[config.mk]
export PLATFORM = sky130hd
export DESIGN_NAME = fpro_dbg_master
export DESIGN_NICKNAME = d
export VERILOG_FILES = /design/src/rtl/fpro_dbg_master.sv
export SDC_FILE = /design/constraint.sdc
export NUM_CORES = 1
export LEC_CHECK = 0
export ABC_AREA = 1
export BUFFER_PORTS_ARGS = -buffer_cell sky130_fd_sc_hd__buf_2
export CORE_MARGIN = 1.5
export CORE_UTILIZATION = 44
export DETAILED_ROUTE_END_ITERATION = 8
export PLACE_DENSITY = 0.66
export SLEW_MARGIN = 15
export SYNTH_ARGS = -nofsm -noshare
export SYNTH_HDL_FRONTEND = slang
export SYNTH_SLANG_ARGS = --single-unit
[constraint.sdc]
create_clock -name clk -period 1.7 [get_ports clk]
set_clock_uncertainty 0.1 [all_clocks]
set_input_delay 0.34 -clock clk [delete_from_list [all_inputs] [get_ports clk]]
set_output_delay 0.34 -clock clk [all_outputs]
set_load 0.03 [all_outputs]
[src/rtl/fpro_dbg_master.sv]
// UART-driven debug initiator for the FPro MMIO bus: decodes 'W'/'R' frames from a byte
// stream, issues one bus transaction per frame and returns the reply bytes to a UART tx core.
module fpro_dbg_master #(
  parameter int unsigned TO_CYCLES = 1_000_000,
  parameter logic [7:0]  ACK_BYTE  = 8'h2B,
  parameter logic [7:0]  ERR_BYTE  = 8'h21
) (
  input  logic        clk,
  input  logic        reset_n,
  input  logic [7:0]  rx_data,
  input  logic        rx_valid,
  output logic [7:0]  tx_data,
  output logic        tx_valid,
  input  logic        tx_ready,
  output logic        fp_mmio_cs,
  output logic        fp_wr,
  output logic        fp_rd,
  output logic [20:0] fp_addr,
  output logic [31:0] fp_wr_data,
  input  logic [31:0] fp_rd_data,
  output logic        busy,
  output logic        frame_err
);

  localparam int unsigned TW = $clog2(TO_CYCLES + 1);
  localparam int unsigned AW = 21;
  localparam int unsigned DW = 32;
  localparam int unsigned CW = 3;

  localparam logic [7:0] OP_WR = 8'h57;
  localparam logic [7:0] OP_RD = 8'h52;

  localparam logic [2:0] S_IDLE   = 3'd0;
  localparam logic [2:0] S_ADDR   = 3'd1;
  localparam logic [2:0] S_DATA   = 3'd2;
  localparam logic [2:0] S_BUS_WR = 3'd3;
  localparam logic [2:0] S_BUS_RD = 3'd4;
  localparam logic [2:0] S_SEND   = 3'd5;

  logic [2:0]    state_q, state_d;
  logic          op_wr_q, op_wr_d;
  logic [CW-1:0] cnt_q, cnt_d;
  logic [TW-1:0] to_cnt_q, to_cnt_d;
  logic [AW-1:0] addr_sh_q, addr_sh_d;
  logic [23:0]   wdata_sh_q, wdata_sh_d;
  logic [23:0]   txbuf_q, txbuf_d;
  logic [AW-1:0] fp_addr_q, fp_addr_d;
  logic [DW-1:0] fp_wr_data_q, fp_wr_data_d;
  logic          cs_q, cs_d;
  logic          wr_q, wr_d;
  logic          rd_q, rd_d;
  logic          tx_valid_q, tx_valid_d;
  logic [7:0]    tx_data_q, tx_data_d;
  logic          busy_q, busy_d;
  logic          frame_err_q, frame_err_d;
  logic          to_hit_c;

  assign to_hit_c = (to_cnt_q == TW'(TO_CYCLES - 1));

  // State and output registers
  always_ff @(posedge clk or negedge reset_n) begin
    if (!reset_n) begin
      state_q      <= S_IDLE;
      op_wr_q      <= 1'b0;
      cnt_q        <= '0;
      to_cnt_q     <= '0;
      addr_sh_q    <= '0;
      wdata_sh_q   <= '0;
      txbuf_q      <= '0;
      fp_addr_q    <= '0;
      fp_wr_data_q <= '0;
      cs_q         <= 1'b0;
      wr_q         <= 1'b0;
      rd_q         <= 1'b0;
      tx_valid_q   <= 1'b0;
      tx_data_q    <= '0;
      busy_q       <= 1'b0;
      frame_err_q  <= 1'b0;
    end else begin
      state_q      <= state_d;
      op_wr_q      <= op_wr_d;
      cnt_q        <= cnt_d;
      to_cnt_q     <= to_cnt_d;
      addr_sh_q    <= addr_sh_d;
      wdata_sh_q   <= wdata_sh_d;
      txbuf_q      <= txbuf_d;
      fp_addr_q    <= fp_addr_d;
      fp_wr_data_q <= fp_wr_data_d;
      cs_q         <= cs_d;
      wr_q         <= wr_d;
      rd_q         <= rd_d;
      tx_valid_q   <= tx_valid_d;
      tx_data_q    <= tx_data_d;
      busy_q       <= busy_d;
      frame_err_q  <= frame_err_d;
    end
  end

  // Next-state and next-output logic; the timeout counter only runs while collecting a frame
  always_comb begin
    state_d      = state_q;
    op_wr_d      = op_wr_q;
    cnt_d        = cnt_q;
    to_cnt_d     = '0;
    addr_sh_d    = addr_sh_q;
    wdata_sh_d   = wdata_sh_q;
    txbuf_d      = txbuf_q;
    fp_addr_d    = fp_addr_q;
    fp_wr_data_d = fp_wr_data_q;
    cs_d         = 1'b0;
    wr_d         = 1'b0;
    rd_d         = 1'b0;
    tx_valid_d   = tx_valid_q;
    tx_data_d    = tx_data_q;
    frame_err_d  = 1'b0;

    case (state_q)
      S_IDLE: begin
        if (rx_valid) begin
          cnt_d = '0;
          if (rx_data == OP_WR) begin
            state_d = S_ADDR;
            op_wr_d = 1'b1;
          end else if (rx_data == OP_RD) begin
            state_d = S_ADDR;
            op_wr_d = 1'b0;
          end else begin
            state_d    = S_SEND;
            tx_valid_d = 1'b1;
            tx_data_d  = ERR_BYTE;
          end
        end
      end

      S_ADDR: begin
        if (rx_valid) begin
          addr_sh_d = {addr_sh_q[12:0], rx_data};
          if (cnt_q == CW'(2)) begin
            cnt_d = '0;
            if (op_wr_q) begin
              state_d = S_DATA;
            end else begin
              state_d   = S_BUS_RD;
              fp_addr_d = {addr_sh_q[12:0], rx_data};
              cs_d      = 1'b1;
              rd_d      = 1'b1;
            end
          end else begin
            cnt_d = cnt_q + CW'(1);
          end
        end else if (to_hit_c) begin
          state_d     = S_IDLE;
          frame_err_d = 1'b1;
          op_wr_d     = 1'b0;
          cnt_d       = '0;
          addr_sh_d   = '0;
          wdata_sh_d  = '0;
        end else begin
          to_cnt_d = to_cnt_q + TW'(1);
        end
      end

      S_DATA: begin
        if (rx_valid) begin
          wdata_sh_d = {wdata_sh_q[15:0], rx_data};
          if (cnt_q == CW'(3)) begin
            cnt_d        = '0;
            state_d      = S_BUS_WR;
            fp_addr_d    = addr_sh_q;
            fp_wr_data_d = {wdata_sh_q, rx_data};
            cs_d         = 1'b1;
            wr_d         = 1'b1;
          end else begin
            cnt_d = cnt_q + CW'(1);
          end
        end else if (to_hit_c) begin
          state_d     = S_IDLE;
          frame_err_d = 1'b1;
          op_wr_d     = 1'b0;
          cnt_d       = '0;
          addr_sh_d   = '0;
          wdata_sh_d  = '0;
        end else begin
          to_cnt_d = to_cnt_q + TW'(1);
        end
      end

      S_BUS_WR: begin
        state_d    = S_SEND;
        tx_valid_d = 1'b1;
        tx_data_d  = ACK_BYTE;
        cnt_d      = '0;
      end

      // Read data is sampled here; the MSB goes out first, the rest waits in txbuf
      S_BUS_RD: begin
        state_d    = S_SEND;
        tx_valid_d = 1'b1;
        tx_data_d  = fp_rd_data[31:24];
        txbuf_d    = fp_rd_data[23:0];
        cnt_d      = CW'(3);
      end

      // cnt holds the number of bytes still to follow the one on tx_data
      S_SEND: begin
        if (tx_valid_q && tx_ready) begin
          if (cnt_q == '0) begin
            state_d    = S_IDLE;
            tx_valid_d = 1'b0;
          end else begin
            tx_data_d = txbuf_q[23:16];
            txbuf_d   = {txbuf_q[15:0], 8'h00};
            cnt_d     = cnt_q - CW'(1);
          end
        end
      end

      default: begin
        state_d    = S_IDLE;
        tx_valid_d = 1'b0;
        cnt_d      = '0;
      end
    endcase

    busy_d = (state_d != S_IDLE);
  end

  assign tx_data    = tx_data_q;
  assign tx_valid   = tx_valid_q;
  assign fp_mmio_cs = cs_q;
  assign fp_wr      = wr_q;
  assign fp_rd      = rd_q;
  assign fp_addr    = fp_addr_q;
  assign fp_wr_data = fp_wr_data_q;
  assign busy       = busy_q;
  assign frame_err  = frame_err_q;

endmodule
# [After elaboration in Yosys (flattened, before gate mapping)]
# Cells that the tools add are included.
[totals] word_cells=135 out_inout_bits=67 inputBits=44 ff_bits=163
[op_classes] bitwise_logic=1 n_eq_ne=26 reduce_logical=19 mux=70 add_sub_neg=3
[op_table] cell="2-to-1 mux 21 bit" n=8
[op_table] cell="2-to-1 mux 24 bit" n=5
[op_table] cell="case mux 24 bit (2 select lines)" n=2
[op_table] cell="case mux 21 bit (2 select lines)" n=2
[op_table] cell="2-to-1 mux 20 bit" n=3
[op_table] cell="2-to-1 mux 3 bit" n=19
[op_table] cell="2-to-1 mux 8 bit" n=5
[op_table] cell="case mux 8 bit (4 select lines)" n=1
[op_table] cell="case mux 3 bit (5 select lines)" n=2
[op_table] cell="inequality test 2 bit (second input constant)" n=14
[op_table] cell="adder 20 x 1 -> 20 bit (second input constant)" n=1
[op_table] cell="equality test 20 bit (second input constant)" n=1
[op_table] cell="2-to-1 mux 1 bit" n=20
[op_table] cell="AND reduction 6 bit" n=3
[op_table] cell="equality test 8 x 7 -> 1 bit (second input constant)" n=2
[op_table] cell="equality test 3 x 2 -> 1 bit (second input constant)" n=4
[op_table] cell="AND reduction 3 bit" n=3
[op_table] cell="equality test 3 bit (second input constant)" n=2
[op_table] cell="logical NOT 3 bit" n=2
[op_table] cell="nonzero test 2 bit" n=3
[op_table] cell="AND reduction 5 bit" n=1
[op_table] cell="case mux 1 bit (2 select lines)" n=2
[op_table] cell="case mux 1 bit (4 select lines)" n=1
[op_table] cell="AND reduction 2 bit" n=2
[op_table] cell="other kinds (10)" n=11

# [Longest topological paths before layout]
[depth] word_depth=6 ltp_mapped=12 mapped_depth_nobuf=11

# [Worst setup path after synthesis]
# No wires, ideal clock.
[synth_path] kind="register to register" startpoint="register cnt_q[0]" endpoint="register txbuf_q[15]" setup_ns=0.122 required_ns=1.478 path_stages_with_launch=12 path_slack_ns=0.034 n_path_buf=2 period_less_slack_ns=1.666 t_arrival_ns=1.443 path_cell_list="dfrtp_1 -> inv_1 -> ha_1 -> inv_1 -> nor2_1 -> nand2_1 -> nand2_4 -> nor2_8 -> buf_6 -> buf_12 -> o211ai_2 -> o21ai_2"
[synth_via] elab_chain_cells=3
[synth_lines] element="from (decl)" line="42" source="logic [CW-1:0] cnt_q, cnt_d;"
[synth_lines] element="from (signal assigned)" line="82" source="cnt_q <= cnt_d;"
[synth_lines] element="logical NOT 3 bit" line="207" source="if (cnt_q == '0) begin"
[synth_lines] element="inequality test 2 bit (no source line)"
[synth_lines] element="AND reduction 3 bit (no source line)"
[synth_lines] element="to (signal assigned)" line="86" source="txbuf_q <= txbuf_d;"
[synth_lines] element="to (decl)" line="46" source="logic [23:0] txbuf_q, txbuf_d;"
# No other way between the ends.
# A chain may end at the register's enable or synchronous reset.

# [Worst setup path in the final report]
[layout_path] startpoint="register to_cnt_q[0]" endpoint="register wdata_sh_q[11]"
[layout_via] elab_chain_cells=4 word_cells_on_any_way=5 cone_classes="eq/ne: 1; mux: 4"
[layout_lines] element="from (decl)" line="43" source="logic [TW-1:0] to_cnt_q, to_cnt_d;"
[layout_lines] element="from (signal assigned)" line="83" source="to_cnt_q <= to_cnt_d;"
[layout_lines] element="equality test 20 bit (*)" line="58" source="assign to_hit_c = (to_cnt_q == TW'(TO_CYCLES - 1));"
[layout_lines] element="2-to-1 mux 24 bit (*)"
[layout_lines] element="2-to-1 mux 24 bit (on tied branches)"
[layout_lines] element="case mux 24 bit (2 select lines) (*)"
[layout_lines] element="to (signal assigned)" line="85" source="wdata_sh_q <= wdata_sh_d;"
[layout_lines] element="to (decl)" line="45" source="logic [23:0] wdata_sh_q, wdata_sh_d;"
# Mark *: on every way between the ends. The rest lies on a longest branch, timed or not. The select of a mux whose other input is x is not followed.

==> results.ini <==
[outcome]
status = complete, but fails checks
violations = negative setup slack

[worst_setup_path]
cp_top_family = simple AND/OR/NAND/NOR gates
worstSetupPathType = flip-flop to flip-flop
startpoint_type = flip-flop
required_ns = 1.90
crit_fanout = 6
endpoint_kind = flip-flop
reg2reg_depth = 9
critPathSlowestCell = dfrtp_1
reg2reg_to = wdata_sh_q[11]
cp.arrival_ns = 1.96
critical_path.cell_chain = ha_4, nand3_4, nor2_4, nand2_2, nor2_4, nand2_2, o21ai_4, clkbuf_16, o21ai_1
worstReg2RegStart = to_cnt_q[0]
cp_num_buf_inv = 1
r2r_slack_ns = -0.06
cp_slowest_stage_delay_ns = 0.39

[timing]
tightest_slew_ns = 0.3711
hold_violations = 0
setup_viol = 18
whs_ns = 0.01357
slew_headroom_pct = 75.26
setup_ws_ns = -0.05969
rsz0062_at_grt = yes
fin_setup_tns_ns = -0.2665
fmax_mhz = 568.3
period_share_pct = 103.5
slew_viol_final = 0
finalCriticalPeriod_ns = 1.760

[power]
seqPwrFrac_pct = 48.7
internal_power_w = 0.006213
power_frac_clock_pct = 48.0
sw_frac_of_total_pct = 22.94
max-vdd-ir-drop_mv = 0.7196
switching_power_w = 0.001849
leakage_nw = 5.157
power_frac_comb_pct = 3.3
powerDensity_nw_per_um2 = 802.7

[min_path]
holdPathEnd = txbuf_q[3]
worstHoldPathType = input port to flip-flop
whs_path_depth = 3
min-delay-start = fp_rd_data[3]

[floorplan]
initial_core_util_pct = 45.30
dieArea_um2 = 17990
io_pins = 111
core_um2 = 16700
die_width_um = 134.1
die_y_um = 134.1
row_count = 47

[job]
cap_viol_max_count = 0

[yosys]
syn_area_per_cell_um2 = 8.675
synth_fp_nets = 924
synthMuxAreaShare_pct = 0
synth_top_area_share_pct = 53.92
yosys.cell_types.count = 38
ys_async_sr_fraction_pct = 100.0
yosysSeqAreaShare_pct = 53.92
ys_seq_elements = 163
syn_inst = 872
ys_top_cells_by_area = dfrtp_1 (54%), nand2_1 (11%), inv_1 (5.7%)
synth_xor_area_share_pct = 0.8105
synth_warnings = 0
synth_top_family_by_area = simple AND/OR/NAND/NOR gates
synth_common_cells = nand2_1 (219), dfrtp_1 (163), inv_1 (114)
synth-edff-count = 0
synth-compound-area-share_pct = 14.34
synth_area_um2 = 7565
synth_simple_gate_area_share_pct = 20.18
synth-adder-area-share_pct = 1.323
synth_ff_type = dfrtp_1
synth.largest_area_cell = dfrtp_1
yosysMostFrequentCell = nand2_1

[cts]
cts_max_level = 4
tritoncts = yes
clock_path_buffers = 2
cts-root-buf = clkbuf_16
cts_buffers = 17
cts_sinks = 163
insertion_delay_ns = 0.43
clk_pin_slew_ns = 0.07

[route]
ant_nets = 0
routedWlPerCell_um = 14.53
vias = 6390
wl_um = 18640
drc = 0
vias_per_cell = 4.981
drt-initial-drc-count = 370
dr.pass1.iters = 4

[global_routing]
grt_max_degree = 66
antenna_found_initial = 0
track_usage_pct = 20.46
grt_pass1_wl_um = 29060
grt_pass1_vias = 5897
overflow = 0

[final_layout]
drive_above_1_share_pct = 32.17
final_area_um2 = 10040
area_growth_pct = 32.77
instances_no_fill = 1283
final-seq-area_um2 = 4081
final_nets = 1102
diodes = 0
fillers = 1413
multiInputGateArea_um2 = 3093

[placement]
dp_cells = 1224
portBuffers = 110
hpwl_um = 12250
place_area_um2 = 8737
routabilityCongestion = 0.7890

## timing repair
| item | CTS | global route |
|---|---|---|
| hold buffers | 1 | 0 |
| setup endpoints to repair | 84 | 153 |
| resized for setup | 18 | 97 |
| pin swaps | 3 | 19 |
| gates cloned | 2 | 7 |
| setup buffers | 3 | 16 |
| endpoints found under the hold margin | 31 | 0 |
## registers in the layout (all words and copies together) (netlist names)
| name | count |
|---|---|
| addr_sh_q | 21 |
| busy | 1 |
| cnt_q | 3 |
| fp_addr | 21 |
| fp_mmio_cs | 1 |
| fp_rd | 1 |
| fp_wr | 1 |
| fp_wr_data | 32 |
| frame_err | 1 |
| op_wr_q | 1 |
| state_q | 3 |
| to_cnt_q | 20 |
| tx_data | 8 |
| tx_valid | 1 |
| txbuf_q | 24 |
| wdata_sh_q | 24 |
## power by group through the flow
stage / combinational [W] / clock (W) / sequential, W
after detailed placement: 0.000255 / 0 / 0.00400
after CTS: 0.000259 / 0.00393 / 0.00392
after global routing: 0.000303 / 0.00411 / 0.00392
final: 0.000269 / 0.00387 / 0.00392
after global placement: 0.000254 / 0 / 0.00399
after floorplan: 0.0000554 / 0 / 0.00399
## final cells by class
class | instances | area share (%)
clock buffer | 17 | 4.236
inverter | 122 | 4.722
tap | 220 | 2.741
sequential | 163 | 40.64
clock inverter | 15 | 1.682
multi-input combinational | 550 | 30.80
timing repair buffer | 196 | 15.19
## per-layer routing
| metal | track usage, % | vias up | share of wire (%) |
|---|---|---|---|
| met5 | 0 | - | 0 |
| met4 | 6.511 | 0 | 1.1 |
| met3 | 3.704 | 15 | 4.0 |
| met2 | 33.59 | 137 | 49 |
| met1 | 27.71 | 3074 | 45 |
| li1 | - | 3164 | - |
## worst max-delay path by stage
stage	from	end	slack (ns)	depth (start not counted)
after floorplan	cnt_q[0]	txbuf_q[15]	0.03	11
after global placement	state_q[0]	cnt_q[2]	-0.08	10
after detailed placement	to_cnt_q[0]	addr_sh_q[17]	-0.10	7
after CTS	state_q[1]	txbuf_q[10]	-0.03	9
after global routing	to_cnt_q[0]	wdata_sh_q[11]	-0.12	9
final	to_cnt_q[0]	wdata_sh_q[11]	-0.06	9
## worst min-delay path, stage by stage
cell,delay (ns)
buf_2,0.08
nand2_1,0.04
nand2_1,0.05
## through the flow
step	total power [W]	utilization, %	worst slack [ns]
2_1_floorplan	0.004049	-	0.03436
3_3_place_gp	0.004248	52.32	-0.07619
3_5_place_dp	0.004251	52.32	-0.1024
4_1_cts	0.008114	56.84	-0.02660
5_1_grt	0.008334	60.14	-0.1193
6_report	0.008062	60.14	-0.05969
## placed cells by master, fill, tap and decap left out, types with 6 or more instances in the layout
cell and instances:
o21ai_1 52, nor2_2 10, o211ai_1 8, clkbuf_16 25
nand3_1 20, a21oi_1 14, dfrtp_1 161, nand2_4 8
a31oi_1 23, inv_2 8, buf_4 59, buf_2 109
buf_12 12, nand2_1 208, nor2_1 63, o21ai_0 15
nand2_2 15, nor2_4 10, o22ai_1 21, inv_1 110
o21ai_2 33, nor3_1 6
## cells by family (layout without fill, tap and decap cells)
| logic type | Yosys count | after routing |
|---|---|---|
| buffers and inverters | 159 | 350 |
| flip-flops | 163 | 163 |
| AO/OA/AOI/OAI | 180 | 180 |
| adder cells (fa/ha/maj) | 8 | 8 |
| AND/OR/NAND/NOR | 355 | 355 |
| XOR/XNOR | 7 | 7 |
No activity file was read; power rests on OpenSTA's default activity.
